**src/rtl/seg_display_arbiter_pkg.sv**
```systemverilog
// Shared constants for the 7-segment display arbiter: blank patterns,
// source index map, FSM state codes and counter sizing.
package seg_display_arbiter_pkg;

  localparam logic [6:0] SEG_OFF = 7'h7F;
  localparam logic [3:0] AN_OFF  = 4'hF;

  localparam int unsigned SRC_INPUT  = 0;
  localparam int unsigned SRC_RESULT = 1;
  localparam int unsigned SRC_ERROR  = 2;

  localparam logic [0:0] ST_OWN   = 1'b0;
  localparam logic [0:0] ST_BLANK = 1'b1;

  // Counter width large enough to hold the largest cycle limit without wrapping.
  function automatic int unsigned cnt_width(input int unsigned a,
                                            input int unsigned b,
                                            input int unsigned c);
    int unsigned m;
    m = a;
    if (b > m) m = b;
    if (c > m) m = c;
    return (m < 1) ? 1 : $clog2(m + 1);
  endfunction

endpackage

```
**src/rtl/seg_display_arbiter_src_prio_enc.sv**
```systemverilog
// Masked highest-index priority encoder; index 0 is the fallback when nothing
// eligible is requesting.
module src_prio_enc
  import seg_display_arbiter_pkg::*;
#(
  parameter int unsigned N_SRC = 2,
  parameter int unsigned IDX_W = $clog2(N_SRC)
) (
  input  logic [N_SRC-1:0] req,
  input  logic [N_SRC-1:0] mask,
  output logic [IDX_W-1:0] target
);

  always_comb begin
    target = '0;
    for (int unsigned k = 1; k < N_SRC; k++) begin
      if (req[k] && !mask[k]) target = IDX_W'(k);
    end
  end

endmodule

```
**src/rtl/seg_display_arbiter.sv**
```systemverilog
// Fixed-priority owner arbitration for the shared 4-digit display with
// minimum hold, blanking gap on every handover and optional ownership timeout.
module seg_display_arbiter
  import seg_display_arbiter_pkg::*;
#(
  parameter int unsigned N_SRC       = 2,
  parameter int unsigned SEG_W       = 7,
  parameter int unsigned AN_W        = 4,
  parameter int unsigned BLANK_CYC   = 1000,
  parameter int unsigned HOLD_CYC    = 50000,
  parameter int unsigned TIMEOUT_CYC = 0
) (
  input  logic                       clk,
  input  logic                       rst,
  input  logic [N_SRC-1:0]           req,
  input  logic [N_SRC*SEG_W-1:0]     seg_in,
  input  logic [N_SRC*AN_W-1:0]      an_in,
  input  logic [N_SRC-1:0]           dp_in,
  output logic [SEG_W-1:0]           seg,
  output logic [AN_W-1:0]            an,
  output logic                       dp,
  output logic [$clog2(N_SRC)-1:0]   owner,
  output logic                       blanking
);

  localparam int unsigned IDX_W = $clog2(N_SRC);
  localparam int unsigned CNT_W = cnt_width(BLANK_CYC, HOLD_CYC, TIMEOUT_CYC);
  localparam logic [CNT_W-1:0] BLANK_LAST = CNT_W'(BLANK_CYC - 1);
  localparam logic [CNT_W-1:0] HOLD_V     = CNT_W'(HOLD_CYC);
  localparam logic [CNT_W-1:0] TO_V       = CNT_W'((TIMEOUT_CYC > 0) ? TIMEOUT_CYC - 1 : 0);

  logic [0:0]       state;
  logic [CNT_W-1:0] hold_cnt;
  logic [CNT_W-1:0] blank_cnt;
  logic [N_SRC-1:0] mask;
  logic [N_SRC-1:0] mask_nxt;
  logic [IDX_W-1:0] target;

  logic             preempt, demote, timeout, leave;
  logic [SEG_W-1:0] own_seg, tgt_seg;
  logic [AN_W-1:0]  own_an,  tgt_an;
  logic             own_dp,  tgt_dp;

  src_prio_enc #(
    .N_SRC (N_SRC),
    .IDX_W (IDX_W)
  ) u_prio_enc (
    .req    (req),
    .mask   (mask),
    .target (target)
  );

  always_comb begin
    own_seg = '1;
    own_an  = '1;
    own_dp  = 1'b1;
    tgt_seg = '1;
    tgt_an  = '1;
    tgt_dp  = 1'b1;
    for (int unsigned k = 0; k < N_SRC; k++) begin
      if (owner == IDX_W'(k)) begin
        own_seg = seg_in[k*SEG_W +: SEG_W];
        own_an  = an_in[k*AN_W +: AN_W];
        own_dp  = dp_in[k];
      end
      if (target == IDX_W'(k)) begin
        tgt_seg = seg_in[k*SEG_W +: SEG_W];
        tgt_an  = an_in[k*AN_W +: AN_W];
        tgt_dp  = dp_in[k];
      end
    end
  end

  always_comb begin
    preempt = (target > owner);
    demote  = (target < owner) && (hold_cnt >= HOLD_V);
    timeout = (TIMEOUT_CYC != 0) && (owner != '0) && (hold_cnt >= TO_V);
    leave   = (state == ST_OWN) && (preempt || demote || timeout);
    // A timed-out owner stays masked until it drops its request once.
    mask_nxt = mask & req;
    if ((state == ST_OWN) && timeout) mask_nxt[owner] = 1'b1;
    mask_nxt[0] = 1'b0;
  end

  always_ff @(posedge clk or negedge rst) begin
    if (!rst) begin
      state     <= ST_OWN;
      owner     <= '0;
      hold_cnt  <= '0;
      blank_cnt <= '0;
      mask      <= '0;
      seg       <= '1;
      an        <= '1;
      dp        <= 1'b1;
      blanking  <= 1'b0;
    end else begin
      mask <= mask_nxt;
      case (state)
        ST_OWN: begin
          if (hold_cnt != '1) hold_cnt <= hold_cnt + CNT_W'(1);
          if (leave) begin
            state     <= ST_BLANK;
            blank_cnt <= '0;
            blanking  <= 1'b1;
            seg       <= '1;
            an        <= '1;
            dp        <= 1'b1;
          end else begin
            seg <= own_seg;
            an  <= own_an;
            dp  <= own_dp;
          end
        end
        default: begin
          // Target is only sampled on the final gap cycle; its data is loaded directly.
          if (blank_cnt == BLANK_LAST) begin
            state    <= ST_OWN;
            owner    <= target;
            hold_cnt <= '0;
            blanking <= 1'b0;
            seg      <= tgt_seg;
            an       <= tgt_an;
            dp       <= tgt_dp;
          end else begin
            blank_cnt <= blank_cnt + CNT_W'(1);
          end
        end
      endcase
    end
  end

endmodule

```
**config.mk**
```make
export PLATFORM = sky130hd
export DESIGN_NAME = seg_display_arbiter
export DESIGN_NICKNAME = d
export VERILOG_FILES = /design/src/rtl/seg_display_arbiter_pkg.sv /design/src/rtl/seg_display_arbiter_src_prio_enc.sv /design/src/rtl/seg_display_arbiter.sv
export SDC_FILE = /design/constraint.sdc
export NUM_CORES = 1
export LEC_CHECK = 0
export CAP_MARGIN = 20
export CORE_UTILIZATION = 58
export CTS_CLUSTER_DIAMETER = 150
export CTS_CLUSTER_SIZE = 30
export DETAILED_ROUTE_END_ITERATION = 10
export GPL_TIMING_DRIVEN = 0
export PLACE_DENSITY = 0.85
export SYNTH_ARGS = -nofsm -noshare
export SYNTH_HDL_FRONTEND = slang
export SYNTH_HIERARCHICAL = 1
export SYNTH_SLANG_ARGS = --single-unit
```
**constraint.sdc**
```tcl
create_clock -name clk -period 3.7 [get_ports clk]
set_input_delay 0.925 -clock clk [delete_from_list [all_inputs] [get_ports clk]]
set_output_delay 0.925 -clock clk [all_outputs]
set_load 0.01 [all_outputs]
```
# == After elaboration in Yosys (flattened, before gate mapping) ==
# Index checks and enable logic that the tools add are counted.
# classes
n_addsub,2
n_mul,0
div_mod_pow,0
magnitude_cmp,3
eq_ne,4
shift,0
mux,28
n_bitwise,2
reduce_logical,11
# ops
operator,n
$mux 16,6
$mux 7,5
$add 16x1->16 const B,2
$mux 4,5
$eq 16x10->1 const B,1
$ge 16x16->1 const B,1
$ne 16x16->1 const B,1
$mux 1,12
$reduce_and 2->1,4
$reduce_bool 2->1,2
$logic_and 1x1->1,3
$and 2x2->2,1
$ne 2x1->1 const B,1
$ne 2x2->1 const B,1
$gt 1x1->1,1
$logic_not 1->1,1
$logic_or 1x1->1,1
$lt 1x1->1,1
$not 1->1,1
# totals
regBits,48
latch_bits,0
ramBits,0
rom_bits,0
output_inout_bits,14
memories,0

# == Longest topological paths before layout ==
# depth
word_depth,9
depth_mapped,9

# == Modules after synthesis ==
# The synthesis kept the hierarchy.
# modules_own_cells
module,n_inst,cells_each,area_each_um2,seq_area_each_um2
seg_display_arbiter,1,277,2727.6,1216.2
src_prio_enc,1,1,13.8,0.0

# == Worst setup path after synthesis ==
# Ideal clock, no wire load.
# synth_path
path_type,in2reg
start,input port req[1]
end,register an[1]
setup_time_ns,0.094
arrival_ns,2.348
path_slack_ns,1.258
stages,8
path_buffers,1
cell_sequence,nor2b_4 inv_1 ha_1 nand4b_1 o32ai_1 or2_0 buf_2 or4_1
# synth_via
elab_chain_cells,8
elab_cells_between_ends,11
cone_classes,2 x order compare; 5 x mux; 4 x reduce/logical
# synth_rtl
element,line_no,source
from (decl),seg_display_arbiter.sv:15,"input logic [N_SRC-1:0] req,"
$logic_and 1x1->1 *,seg_display_arbiter_src_prio_enc.sv:17,if (req[k] && !mask[k]) target = IDX_W'(k);
$mux 1 *,seg_display_arbiter_src_prio_enc.sv:17,
$lt 1x1->1,seg_display_arbiter.sv:76,demote = (target < owner) && (hold_cnt >= HOLD_V);
$logic_and 1x1->1,seg_display_arbiter.sv:76,
$logic_or 1x1->1,seg_display_arbiter.sv:78,leave = (state == ST_OWN) && (preempt || demote || timeout);
$logic_and 1x1->1,seg_display_arbiter.sv:78,
$mux 4,seg_display_arbiter.sv:101,if (leave) begin
$mux 4 *,seg_display_arbiter.sv:98,case (state)
to (signal assigned),seg_display_arbiter.sv:110,an <= own_an;
to (signal assigned),seg_display_arbiter.sv:122,an <= tgt_an;
to (decl),seg_display_arbiter.sv:20,"output logic [AN_W-1:0] an,"
# Every way passes the cells marked *; elsewhere a longest branch is shown, timed or not. The select of a mux whose other input is x is not followed.
# A chain may end at the register's enable or synchronous reset.

# == Worst setup path after layout ==
# layout_path
start,input port req[1]
end,register blank_cnt[15]
# layout_via
elab_chain_cells,8
elab_cells_between_ends,9
cone_classes,2 x order compare; 1 x mux; 6 x reduce/logical
# layout_rtl
element,line_no,source
$logic_and 1x1->1 *,seg_display_arbiter_src_prio_enc.sv:17,
$mux 1 *,seg_display_arbiter_src_prio_enc.sv:17,
named net target,seg_display_arbiter.sv:37,logic [IDX_W-1:0] target;
$lt 1x1->1,seg_display_arbiter.sv:76,
$logic_and 1x1->1,seg_display_arbiter.sv:76,
$logic_or 1x1->1 *,seg_display_arbiter.sv:78,
$logic_and 1x1->1 *,seg_display_arbiter.sv:78,
$reduce_bool 2->1 (no source line) *,n/a,
$reduce_and 2->1 (no source line) *,n/a,
to (signal assigned),seg_display_arbiter.sv:125,blank_cnt <= blank_cnt + CNT_W'(1);
to (decl),seg_display_arbiter.sv:34,logic [CNT_W-1:0] blank_cnt;
# The timed path passes the listed nets; every way through them passes the cells marked *.

==> results by group <==
Status
  • Status: finished clean

Floorplanning
  • Core Region: 0.00444 mm²
  • Die height: 70.7 µm
  • I/O pins: 42
  • Width of the die: 70.7 µm
  • # rows: 24
  • Initial Utilization: 61.6%
  • Die Area: 0.00500 mm²

Clocking
  • Hold buffers post-CTS: 0
  • Clock Latency Late Sink: 310 ps
  • CTS root buffer: clkbuf_8
  • Worst-case clock buffer depth: 2
  • Setup Fix Bufs, Post-CTS: 0
  • CTS tree: built
  • PostCTS Resize Cnt: 0
  • Clock-pin transition on the worst setup and hold timing paths: 90 ps
  • Cts bufs inserted: 5
  • H-tree depth: 2
  • CTS Sinks: 48

Hold path
  • Worst Hold Path Cells: 1
  • Worst hold path class: reg2reg
  • Hold Path End: dp$_DFFE_PN1P_
  • Hold Path Origin: dp$_DFFE_PN1P_

Routing
  • Drt drc: 0
  • Remaining antenna violation count: 0
  • DRT iter0 DRCs: 211
  • Pre-antenna DRT Iters: 4
  • DR WL/cell: 16.6 µm
  • Vias after detailed routing: 2387
  • Post-DR vias/cell: 6.31
  • Final wirelength: 6.29 mm

Synth
  • Cell count after synthesis: 277
  • YS warnings: 6
  • Post-Syn Nets: 309
  • Syn Std Cell Area: 0.00274 mm²
  • Avg Synthesized Cell Area: 9.88 µm²

Power
  • Switching power: 0.000369 W
  • Seq pwr share: 52.2%
  • P per Cell Area: 389 mW/mm²
  • Clk pwr share: 29.5%
  • Pleak: 1.27 nW
  • VDD IR max: 0.297 mV
  • Internal power: 0.000925 W
  • Switch share: 28.5%
  • Comb pwr share: 18.3%

GRT
  • Largest net degree at the start of global routing: 32
  • Number of global-route vias before repair: 2362
  • GRT Total Usage: 27.9%
  • Global-route wire length before repair: 11.1 mm
  • Gr ovfl total: 0
  • Initial antenna violation count: 0

Timing
  • Worst slew margin: 64.5%
  • Final Max Tran Viols: 0
  • Fmax: 328 MHz
  • RSZ-0062 raised after global routing: false
  • Slew @ Worst Pin: 531 ps
  • Fin. Hold Viols: 0
  • Setup TNS: 0 ps
  • Clk_skew: 10.8 ps
  • Final Critical Period: 3050 ps
  • Final critical-path share of the clock period: 82.5%
  • Final setup viols: 0
  • Final WS setup: 647 ps

Worst setup path
  • CP Data Required Time: 3870 ps
  • RR Startpoint: mask[1]$_DFF_PN0_
  • Crit Path Class: in2reg
  • Crit path launch type: input port
  • Worst R2R Path Depth: 8
  • Crit-path max FO: 10
  • R2R setup slack: 1340 ps
  • Crit path DAT: 3220 ps
  • CP Capture Type: flop
  • Worst flop-to-flop path endpoint: blank_cnt[15]$_DFFE_PN0P_

Placement
  • IO Port Bufs: 40
  • DP Wirelength: 4.48 mm
  • Placement Setup Slack: 441 ps
  • Final GP Congestion: 0.769

Final layout
  • FF/Latch Area: 0.00122 mm²
  • Diode count: 0
  • Multi-input combinational cell area: 0.00140 mm²
  • Final #Nets: 357
  • Fill cell count: 333
  • Area Growth Syn to Fin: 21.6%
  • Share of layout cells above drive strength 1: 12.3%

Run
  • Maximum capacitance violations: 0
## how the worst max path moves through the flow
stage | start | to | slack [ps] | depth (start not counted)
final | req[1] | blank_cnt[15]$_DFFE_PN0P_ | 650 | 9
after global placement | rst | state$_DFF_PN0_ | 310 | 1
after floorplan | req[1] | an[1]$_DFFE_PN1P_ | 1260 | 8
after detailed placement | req[1] | blank_cnt[15]$_DFFE_PN0P_ | 440 | 9
after CTS | req[1] | blank_cnt[11]$_DFFE_PN0P_ | 640 | 9
after global routing | req[1] | blank_cnt[15]$_DFFE_PN0P_ | 450 | 9
## registers in the layout, summed over array words and instances, names as in the netlist
| signal | count |
|---|---|
| an | 4 |
| blank_cnt | 16 |
| blanking | 1 |
| dp | 1 |
| hold_cnt | 16 |
| mask | 1 |
| owner | 1 |
| seg | 7 |
| state | 1 |
## routing by layer
layer | part of all wire, % | track usage, % | vias up
li1 | - | - | 1140
met2 | 48 | 46.7 | 76
met3 | 5.1 | 4.84 | 11
met5 | 0 | 0 | -
met1 | 45 | 38.0 | 1160
met4 | 1.5 | 7.33 | 0
## metrics by stage
| stage | utilization, % | area [µm²] | cells | power, W | hold WS (ps) |
|---|---|---|---|---|---|
| global placement | 72.1 | 3200 | 369 | 0.000907 | 492 |
| CTS | 74.9 | 3330 | 378 | 0.00130 | 508 |
| finish | 74.9 | 3330 | 378 | 0.00129 | 506 |
| detailed placement | 72.4 | 3220 | 370 | 0.000919 | 494 |
| global route | 74.9 | 3330 | 378 | 0.00136 | 519 |
| floorplan | - | 2740 | 277 | 0.000817 | 478 |
## final cells by class
class,instances,area share (%)
buffer,20,2.74
tap,52,1.95
sequential,48,36.5
multi-input combinational,201,42.1
inverter,8,0.902
clock inverter,3,1.28
timing repair buffer,41,12.5
clock buffer,5,2.07
## critical path, stage by stage
cell	delay, ps
clkdlybuf4s50_1	470
nor2b_4	240
inv_1	70
ha_1	270
o32ai_1	400
or2_0	170
buf_2	190
clkbuf_1	380
a21oi_1	90
## cell usage in the layout, fill, tap and decap left out, types with 5 or more instances in the layout
| cell type | instances |
|---|---|
| clkdlybuf4s50_1 | 39 |
| dfrtp_1 | 36 |
| nor2_1 | 16 |
| mux2i_1 | 14 |
| o21ai_0 | 13 |
| clkbuf_1 | 12 |
| nand3_1 | 12 |
| dfstp_2 | 12 |
| nand4_1 | 11 |
| a21oi_1 | 10 |
| nor2b_1 | 10 |
| a221oi_1 | 10 |
| a2bb2oi_1 | 10 |
| nor3_1 | 9 |
| and3_1 | 9 |
| nand2_1 | 9 |
| inv_1 | 8 |
| xor2_1 | 8 |
| buf_2 | 7 |
| nor4_1 | 6 |
| or3_1 | 6 |
| o31ai_1 | 5 |
| o21bai_1 | 5 |
| clkbuf_8 | 5 |
## power by group through the flow
stage / clock (W) / combinational [W] / sequential (W)
5_1_grt: 0.000407 / 0.000266 / 0.000686
3_5_place_dp: 0 / 0.000237 / 0.000682
3_3_place_gp: 0 / 0.000228 / 0.000679
2_1_floorplan: 0 / 0.000145 / 0.000671
4_1_cts: 0.000387 / 0.000238 / 0.000674
6_report: 0.000382 / 0.000237 / 0.000676
Note: power is estimated with default switching activity, not from simulation.
